==> src/rtl/cpu_types_pkg.sv <==
// Shared CPU types: data word, RAM handshake state, and the memory arbiter
// grant state (exported so debug views can decode it).
package cpu_types_pkg;

  localparam int unsigned WORD_W = 32;

  typedef logic [WORD_W-1:0] word_t;

  typedef enum logic [1:0] {
    FREE   = 2'd0,
    BUSY   = 2'd1,
    ACCESS = 2'd2,
    ERROR  = 2'd3
  } ramstate_t;

  typedef enum logic [1:0] {
    IDLE = 2'd0,
    IGNT = 2'd1,
    DGNT = 2'd2
  } arb_state_t;

endpackage

==> src/rtl/mem_arbiter.sv <==
// mem_arbiter: shares the single RAM port between instruction fetch and data
// access. Data has priority; one requester is granted at a time, with an IDLE
// cycle between grants.
//
// Ports:
//   CLK, RST                      clock, synchronous active-high reset
//   iREN, iaddr -> iwait, iload   instruction read request / response
//   dREN, dWEN, daddr, dstore     data request
//   dwait, dload                  data response
//   ramREN, ramWEN, ramaddr,      RAM request (zero when nothing granted)
//   ramstore
//   ramload, ramstate             RAM response
//   merr                          pulse when a granted access ends in ERROR
//
// Build option: define MEM_ARB_FAIR_EN to bound instruction starvation. After
// DSTREAK_MAX consecutive data completions with iREN waiting, the next grant
// goes to the instruction side.
module mem_arbiter
  import cpu_types_pkg::*;
#(
  parameter int unsigned DSTREAK_MAX = 4
) (
  input  logic      CLK,
  input  logic      RST,
  input  logic      iREN,
  input  word_t     iaddr,
  output logic      iwait,
  output word_t     iload,
  input  logic      dREN,
  input  logic      dWEN,
  input  word_t     daddr,
  input  word_t     dstore,
  output logic      dwait,
  output word_t     dload,
  output logic      ramREN,
  output logic      ramWEN,
  output word_t     ramaddr,
  output word_t     ramstore,
  input  word_t     ramload,
  input  ramstate_t ramstate,
  output logic      merr
);

  arb_state_t state_q, state_d;

  logic dreq;
  logic done;
  logic fair_force;

  assign dreq = dREN | dWEN;
  assign done = (ramstate == ACCESS) || (ramstate == ERROR);

  // Grant state register
  always_ff @(posedge CLK) begin
    if (RST) begin
      state_q <= IDLE;
    end else begin
      state_q <= state_d;
    end
  end

`ifdef MEM_ARB_FAIR_EN
  localparam int unsigned STREAK_W = 4;

  logic [STREAK_W-1:0] dstreak_q, dstreak_d;

  // Consecutive data completions seen while an instruction fetch waits
  always_comb begin
    dstreak_d = dstreak_q;
    if ((state_q == DGNT) && dreq && done) begin
      if (!iREN) begin
        dstreak_d = '0;
      end else if (dstreak_q != {STREAK_W{1'b1}}) begin
        dstreak_d = dstreak_q + STREAK_W'(1);
      end
    end else if ((state_q == IGNT) && iREN && done) begin
      dstreak_d = '0;
    end
  end

  always_ff @(posedge CLK) begin
    if (RST) begin
      dstreak_q <= '0;
    end else begin
      dstreak_q <= dstreak_d;
    end
  end

  assign fair_force = iREN && (dstreak_q == STREAK_W'(DSTREAK_MAX));
`else
  logic [3:0] dstreak_max_unused;

  assign dstreak_max_unused = 4'(DSTREAK_MAX);
  assign fair_force         = 1'b0;
`endif

  // Next-state, RAM request steering and response routing
  always_comb begin
    state_d  = state_q;
    ramREN   = 1'b0;
    ramWEN   = 1'b0;
    ramaddr  = '0;
    ramstore = '0;
    iload    = '0;
    dload    = '0;
    merr     = 1'b0;
    iwait    = iREN;
    dwait    = dreq;

    unique case (state_q)
      IDLE: begin
        if (fair_force) begin
          state_d = IGNT;
        end else if (dreq) begin
          state_d = DGNT;
        end else if (iREN) begin
          state_d = IGNT;
        end
      end

      DGNT: begin
        ramaddr  = daddr;
        ramstore = dstore;
        // A write wins when both enables are raised
        ramWEN   = dWEN;
        ramREN   = dREN & ~dWEN;
        dload    = ramload;
        if (!dreq) begin
          state_d = IDLE;
        end else if (done) begin
          dwait   = 1'b0;
          merr    = (ramstate == ERROR);
          state_d = IDLE;
        end
      end

      IGNT: begin
        ramaddr = iaddr;
        ramREN  = 1'b1;
        iload   = ramload;
        if (!iREN) begin
          state_d = IDLE;
        end else if (done) begin
          iwait   = 1'b0;
          merr    = (ramstate == ERROR);
          state_d = IDLE;
        end
      end

      default: state_d = IDLE;
    endcase
  end

endmodule

==> config.mk <==
export PLATFORM = sky130hd
export DESIGN_NAME = mem_arbiter
export DESIGN_NICKNAME = d
export VERILOG_FILES = /design/src/rtl/cpu_types_pkg.sv /design/src/rtl/mem_arbiter.sv
export SDC_FILE = /design/constraint.sdc
export NUM_CORES = 1
export LEC_CHECK = 0
export ABC_AREA = 1
export BUFFER_PORTS_ARGS = -buffer_cell sky130_fd_sc_hd__buf_2
export CAP_MARGIN = 40
export CORE_AREA = 2 2 105 107
export CTS_BUF_LIST = sky130_fd_sc_hd__clkbuf_4 sky130_fd_sc_hd__clkbuf_8
export CTS_CLUSTER_SIZE = 10
export DETAILED_ROUTE_END_ITERATION = 10
export DIE_AREA = 0 0 107 109
export GPL_ROUTABILITY_DRIVEN = 0
export PLACE_DENSITY = 0.57
export SLEW_MARGIN = 10
export SYNTH_ARGS = -nofsm -noshare
export SYNTH_HDL_FRONTEND = slang
export SYNTH_SLANG_ARGS = --single-unit
==> constraint.sdc <==
create_clock -name CLK -period 4.55 [get_ports CLK]
set_input_delay 1.365 -clock CLK [delete_from_list [all_inputs] [get_ports CLK]]
set_output_delay 1.365 -clock CLK [all_outputs]
set_load 0.1 [all_outputs]
==> impl_results.md, run 1 <==
- Status: completed
- Overflow after GRT: 0
- Crit-path max cell delay: approximately 630 ps
- WL final: 7139 um
- Post-Synthesis Cells: 354
- Crit Path Max Fanout: 69
- I/O pin cnt: between 200 and 300
- Synth area leader: nand2_1
- WL/cell: about 9.6 um
- Die area: around 12000 sq um
- Max reg flops: 2
- RSZ-0062 raised after global routing: false
- Gate power share: between 80% and 90%
- Largest cells by area after synthesis: nand2_1 (43%), inv_1 (27%), a21oi_1 (13%)
- Endpoints failing hold: 0
- Main synth FF type: dfxtp_1
- Fraction of registers with async set/reset: 0%
- Data arrival, critical path: around 2300 ps
- First-pass GRT wire length: roughly 10000 um
- Clk root buf: clkbuf_8
- ANT cells: 0
- Critical path class: register to output pin
- Clock network fraction of total power: under 10%
- Max rail drop VDD: 0.0001290 V
- Synth warnings: 0
- Top cell type's share of synthesized area: 43.32%
- Post-synth EDFFs: 0
- # port buffers: 267
- CTS tree: yes
- Drt drc: 0
- Hold WC Path Type: register to register
- Yosys reg bits: 2
- Clk_skew: 0.1003 ps
- Worst slew pin tran: roughly 710 ps
- Layout fillers: about 1300
- Synth Cell Area: roughly 1500 sq um
- Vias per Instance: between 3 and 4
- Clock sink count: 2
- Clock Tree Buf Depth: 2
- Core Area: approximately 11000 sq um
- Via count: between 2000 and 3000
- CP Launch Type: register
- Critical Path Most Common Cell: inv_1
- Share of the yosys chip area belonging to registers: under 10%
- Initial core utilization: about 14%
- Detailed placement HPWL: between 5000 and 6000 um
- Site Rows: 38
- Chip height: between 100 and 150 um
- Post-CTS Hold Fix Bufs: 0
- Final Slew Violations: 0
- Relative slew slack: between 50% and 60%
- Vias in the first global route: between 2000 and 2500
- Worst Setup End Kind: output pin
- Tmin final: approximately 3700 ps
- DRT antenna net count: 0
- Largest net degree at the start of global routing: 70
- H-tree depth: 1
- Die width: ~110 um
- Critical Path RT: about 3200 ps
- Synth unique cells: 14
- Nets: 748
- Post-route setup TNS: 0 ps
- Worst hold margin: 509.4 ps
- Starting DRT DRC Count: around 110
- Max Clk Rate: between 0.2 and 0.3 GHz
- Initial antenna violation count: 0
- Final Cell Area: ~3000 sq um
- Largest regs: state_q: 2 flops
- Clock-pin transition on the worst setup and hold timing paths: 30 ps
- DP Area: approximately 2900 sq um
- Overall power consumption: 839.2 uW
- Biggest register: state_q
- Syn Area/Cell: 4.259 sq um
- Count leader, synth: nand2_1
- CTS resizes: 0
- Total CTS buffers: 3
- Slowest-stage cell, CP: ha_4
- Worst-Skew Late Latency: around 210 ps
- Net Sw Power: about 640 uW
- Crit-path cells: inv_1 > ha_4 > buf_4 > nand2_1 > inv_1 > buf_2
- Syn nets: roughly 500
- Final cycle utilization of the critical path: about four fifths
- GRT Overall Usage: 10.12%
- Endpoints failing setup: 0
- Most frequent cells after synthesis: nand2_1 (174), inv_1 (107), a21oi_1 (38)
- Area growth from synthesis to layout: 98.34%
- Post-CTS Setup Repair Bufs: 0
- Switching share of power: between 70% and 80%
- Sequential share of power: 2.5%
- Power Density: between 200 and 300 nW/um^2
- DRT Pass-1 Iters: 7
- Leak: 2.518 nW
- Share of layout cells above drive strength 1: a little under half
- Int Pwr: a little under 200 uW
- Max Cap Violations: 0
per-layer routing:
metal  GRT usage, %  share of wire [%]
met1          12.15                 41
met2          19.38                 49
met3          1.195                8.9
met4          1.948               0.35
met5              0                  0
power groups by stage:
stage	clock network [mW]	registers, mW	logic [mW]
6_report	0.0706	0.0212	0.747
5_1_grt	0.0738	0.0214	0.782
4_1_cts	0.0730	0.0212	0.752
3_5_place_dp	0	0.0214	0.750
3_3_place_gp	0	0.0215	0.753
2_1_floorplan	0	0.0206	0.605
cell type report:
cell class	instances	area, sq um	area share, %
Timing Repair Buffer	271	1379	46.11
Multi-Input combinational cell	224	953.4	31.88
Inverter	107	401.6	13.43
Tap cell	140	175.2	5.858
Clock buffer	3	41.29	1.381
Sequential cell	2	40.04	1.339
stage by stage:
stage / instances / util, % / setup slack, ps
floorplan: 354 / - / 229.7
global placement: 744 / 27.81 / 901.8
detailed placement: 744 / 27.81 / 916.1
CTS: 747 / 28.20 / 840.3
global route: 747 / 28.20 / 744.3
finish: 747 / 28.20 / 892.2
worst max-delay path, delay by kind of cell, from the launching register on:
kind                       cells  cell delay (ps)
DFF                            1              330
adders and majority gates      1              630
and+or+nand+nor                1               90
buffers and inverters          4             1000
cell families (layout without fill, tap and decap cells):
group	count (synthesis)	in the layout	share of synthesized area, %
buffers and inverters	128	381	35.10
DFF	2	2	2.656
adders and majority gates	4	4	3.320
and+or+nand+nor	182	182	46.31
AOI/OAI and AO/OA	38	38	12.61
path summary, 6_finish.rpt:
kind              startpoint    endpoint  slack, ps  cells past startpoint
hold / removal    state_q[0]  state_q[0]        510                      2
setup / recovery  state_q[0]   dload[31]        890                      6
hold reg to reg   state_q[0]  state_q[0]        510                      2
setup reg to reg  state_q[1]  state_q[0]       2780                      8
layout by cell type, fill, tap and decap left out, types with 2 or more instances in the layout:
| master | netlist | layout |
|---|---|---|
| dfxtp_1 | 2 | 2 |
| nor2_1 | 2 | 2 |
| nand2_1 | 174 | 174 |
| inv_1 | 107 | 107 |
| buf_2 | 9 | 267 |
| clkbuf_8 | 0 | 3 |
| buf_4 | 8 | 3 |
| ha_1 | 4 | 2 |
| a21oi_1 | 38 | 38 |
| nand3_1 | 3 | 3 |
(Power assumes the default switching activity.)
==> run 2: changes to the inputs <==
--- a/config.mk
+++ b/config.mk
@@ -5,7 +5,7 @@
 export SDC_FILE = /design/constraint.sdc
 export NUM_CORES = 1
 export LEC_CHECK = 0
-export ABC_AREA = 1
+export ABC_AREA = 0
 export BUFFER_PORTS_ARGS = -buffer_cell sky130_fd_sc_hd__buf_2
 export CAP_MARGIN = 40
 export CORE_AREA = 2 2 105 107
==> constraint.sdc (replaced) <==
create_clock -name CLK -period 3.2 [get_ports CLK]
set_input_delay 0.96 -clock CLK [delete_from_list [all_inputs] [get_ports CLK]]
set_output_delay 0.96 -clock CLK [all_outputs]
set_load 0.1 [all_outputs]
==> run 2 against run 1 <==
  * Sequential power up 36%
  * Sequential cell count is the same
  * Sequential share of layout area down 0.27 points
  * Critical endpoint is now ramstore[22]
  * Area after synthesis shrank 8.7%
  * Final area increased by 25%
  * Critical path type unchanged
  * Critical path depth down 1
  * Synthesized cell count decreased by 41%
  * Via count down 12%
  * Core utilization grew 7.0 points
==> impl_results.md, run 2 <==
- Status: completed
- Initial antenna violation count: 0
- Largest cells by area after synthesis: and2_1 (44%), a22oi_1 (17%), nor2b_1 (15%)
- Flop2flop setup slack: 1290 ps
- Critical path class: register to output pin
- H-tree depth: 1
- Share of layout cells above drive strength 1: between 60% and 70%
- Worst-Skew Late Latency: 220 ps
- Slowest-stage cell, CP: buf_2
- CP Launch Type: register
- RSZ-0062 raised after global routing: false
- Endpoints failing hold: 0
- Largest net degree at the start of global routing: slightly above 80
- Worst hold path depth: 2
- Post-CTS Setup Repair Bufs: 0
- Worst hold margin: approximately 610 ps
- Crit-path cells: inv_1 > ha_2 > buf_12 > and2_1 > buf_2
- Fin util: 35.19%
- Data arrival, critical path: around 2000 ps
- # port buffers: approximately 270
- First-pass GRT wire length: ~11000 um
- Biggest register: state_q
- Synth Cell Area: between 1000 and 1500 sq um
- Chip height: 109 um
- Nets: between 600 and 700
- Hold WC Path Type: register to register
- Share of the yosys chip area belonging to registers: under 10%
- Drt drc: 0
- Clock sink count: 2
- DRT Pass-1 Iters: 4
- Syn Area/Cell: approximately 6.6 sq um
- Synth warnings: 0
- CP startpoint: state_q[0]
- CTS resizes: 0
- Post-route setup TNS: 0 ps
- Via count: about 2400
- CTS tree: yes
- Top cell type's share of synthesized area: approximately 44%
- WHS Endpoint: state_q[0]
- Syn nets: 348
- Max rail drop VDD: 0.0001338 V
- Worst Setup End Kind: output pin
- Clock Tree Buf Depth: 2
- R2R Path Start: state_q[0]
- I/O pin cnt: between 200 and 300
- Initial core utilization: 12.98%
- Worst slew pin tran: ~500 ps
- GRT Overall Usage: roughly 11%
- Reg2reg path depth: 6
- WL final: a little over 7000 um
- Critical Path RT: between 2000 and 2500 ps
- Post-Synthesis Cells: ~210
- ANT cells: 0
- Starting DRT DRC Count: 64
- WL/cell: 12.08 um
- Crit Path Max Fanout: 80
- Max Cap Violations: 0
- Clk_skew: around 0.4 ps
- Largest regs: state_q: 2 flops
- Max reg flops: 2
- Total CTS buffers: 3
- Crit-path max cell delay: ~420 ps
- Most frequent cells after synthesis: and2_1 (97), a22oi_1 (32), nor2b_1 (32)
- Main synth FF type: dfxtp_1
- Reg2reg end: state_q[1]
- Post-CTS Hold Fix Bufs: 0
- Vias in the first global route: between 2000 and 2500
- Count leader, synth: and2_1
- Overflow after GRT: 0
- Relative slew slack: 66.11%
- Cell Count, Final, Fillers Out: 600
- DRT antenna net count: 0
- Core Area: roughly 11000 sq um
- Detailed placement HPWL: 6073 um
- Min-delay src: state_q[0]
- Area growth from synthesis to layout: 171.1%
- Leak: between 1.5 and 2 nW
- Die area: roughly 12000 sq um
- Final cycle utilization of the critical path: between 90% and 100%
- DP Cell Count: 597
- Yosys reg bits: 2
- Final Slew Violations: 0
- Site Rows: 38
- Fraction of registers with async set/reset: 0%
- Vias per Instance: ~4.0
- Power Density: around 340 nW/um^2
- Max Clk Rate: 0.3369 GHz
- Clk root buf: clkbuf_8
- Tmin final: between 2000 and 3000 ps
- Commonest non-fill, non-tap cell in the layout: buf_2
- Endpoints failing setup: 0
- Most frequent cells in the layout: buf_2 (217), and2_1 (97), buf_12 (52)
- Clock-pin transition on the worst setup and hold timing paths: about 30 ps
- Synth area leader: and2_1
- Die width: between 100 and 150 um
- Post-synth EDFFs: 0
- Synth unique cells: 25
-- run 2: cell count changes in the layout (fill, tap and decap cells not counted), moves of 38 or more --
cell and change:
a21oi_1 -38, inv_1 -105, nand2_1 -171, and2_1 +97, buf_12 +51, buf_2 -50
-- run 2: critical path: cells and delay by family (launching register included) --
| kind | cells | cell delay (ps) |
|---|---|---|
| buf+inv | 3 | 870 |
| fa+ha+maj | 1 | 380 |
| flops | 1 | 340 |
| simple gates | 1 | 180 |
-- run 2: cells by family after synthesis --
family	after synthesis	synth area share, %
and+or+nand+nor	140	63.55
AOI/OAI and AO/OA	39	22.18
buffers and inverters	24	7.726
adders and majority gates	4	3.637
DFF	2	2.909
-- run 2: layer usage --
metal | share of wire, % | GRT usage (%) | vias to the layer above
met4 | 0.66 | 1.948 | 0
met3 | 8.0 | 2.451 | 6
met5 | 0 | 0 | -
li1 | - | - | 1193
met1 | 36 | 11.91 | 1082
met2 | 56 | 22.16 | 124
-- run 2: layout make-up --
| cell class | instances | area [sq um] |
|---|---|---|
| fill | 1086 | 6872 |
| timing repair buffer | 270 | 2135 |
| multi-input combinational | 183 | 1333 |
| tap | 140 | 175.2 |
| clock buffer | 3 | 41.29 |
| sequential | 2 | 40.04 |
| inverter | 2 | 7.507 |
-- run 2: power breakdown --
| part | switching (mW) | internal [mW] | total, mW |
|---|---|---|---|
| Combinational | 0.822 | 0.312 | 1.13 |
| Clock | 0.0241 | 0.0800 | 0.104 |
| Sequential | 0.00188 | 0.0270 | 0.0289 |
-- run 2: how the worst max path moves through the flow --
stage                    to  slack, ps  depth (start not counted)
2_1_floorplan         iwait        260                          6
3_3_place_gp           merr        390                          5
3_5_place_dp      iload[11]        350                          5
4_1_cts           iload[11]        120                          5
5_1_grt              ramREN         50                          7
6_report       ramstore[22]        230                          5
-- run 2: stage by stage --
stage	total power, mW	cell area [sq um]	setup slack [ps]
floorplan	0.8428	1464	259.5
global placement	1.160	3680	388.0
detailed placement	1.170	3680	353.3
CTS	1.278	3721	124.0
global route	1.316	3731	51.69
finish	1.266	3731	232.2
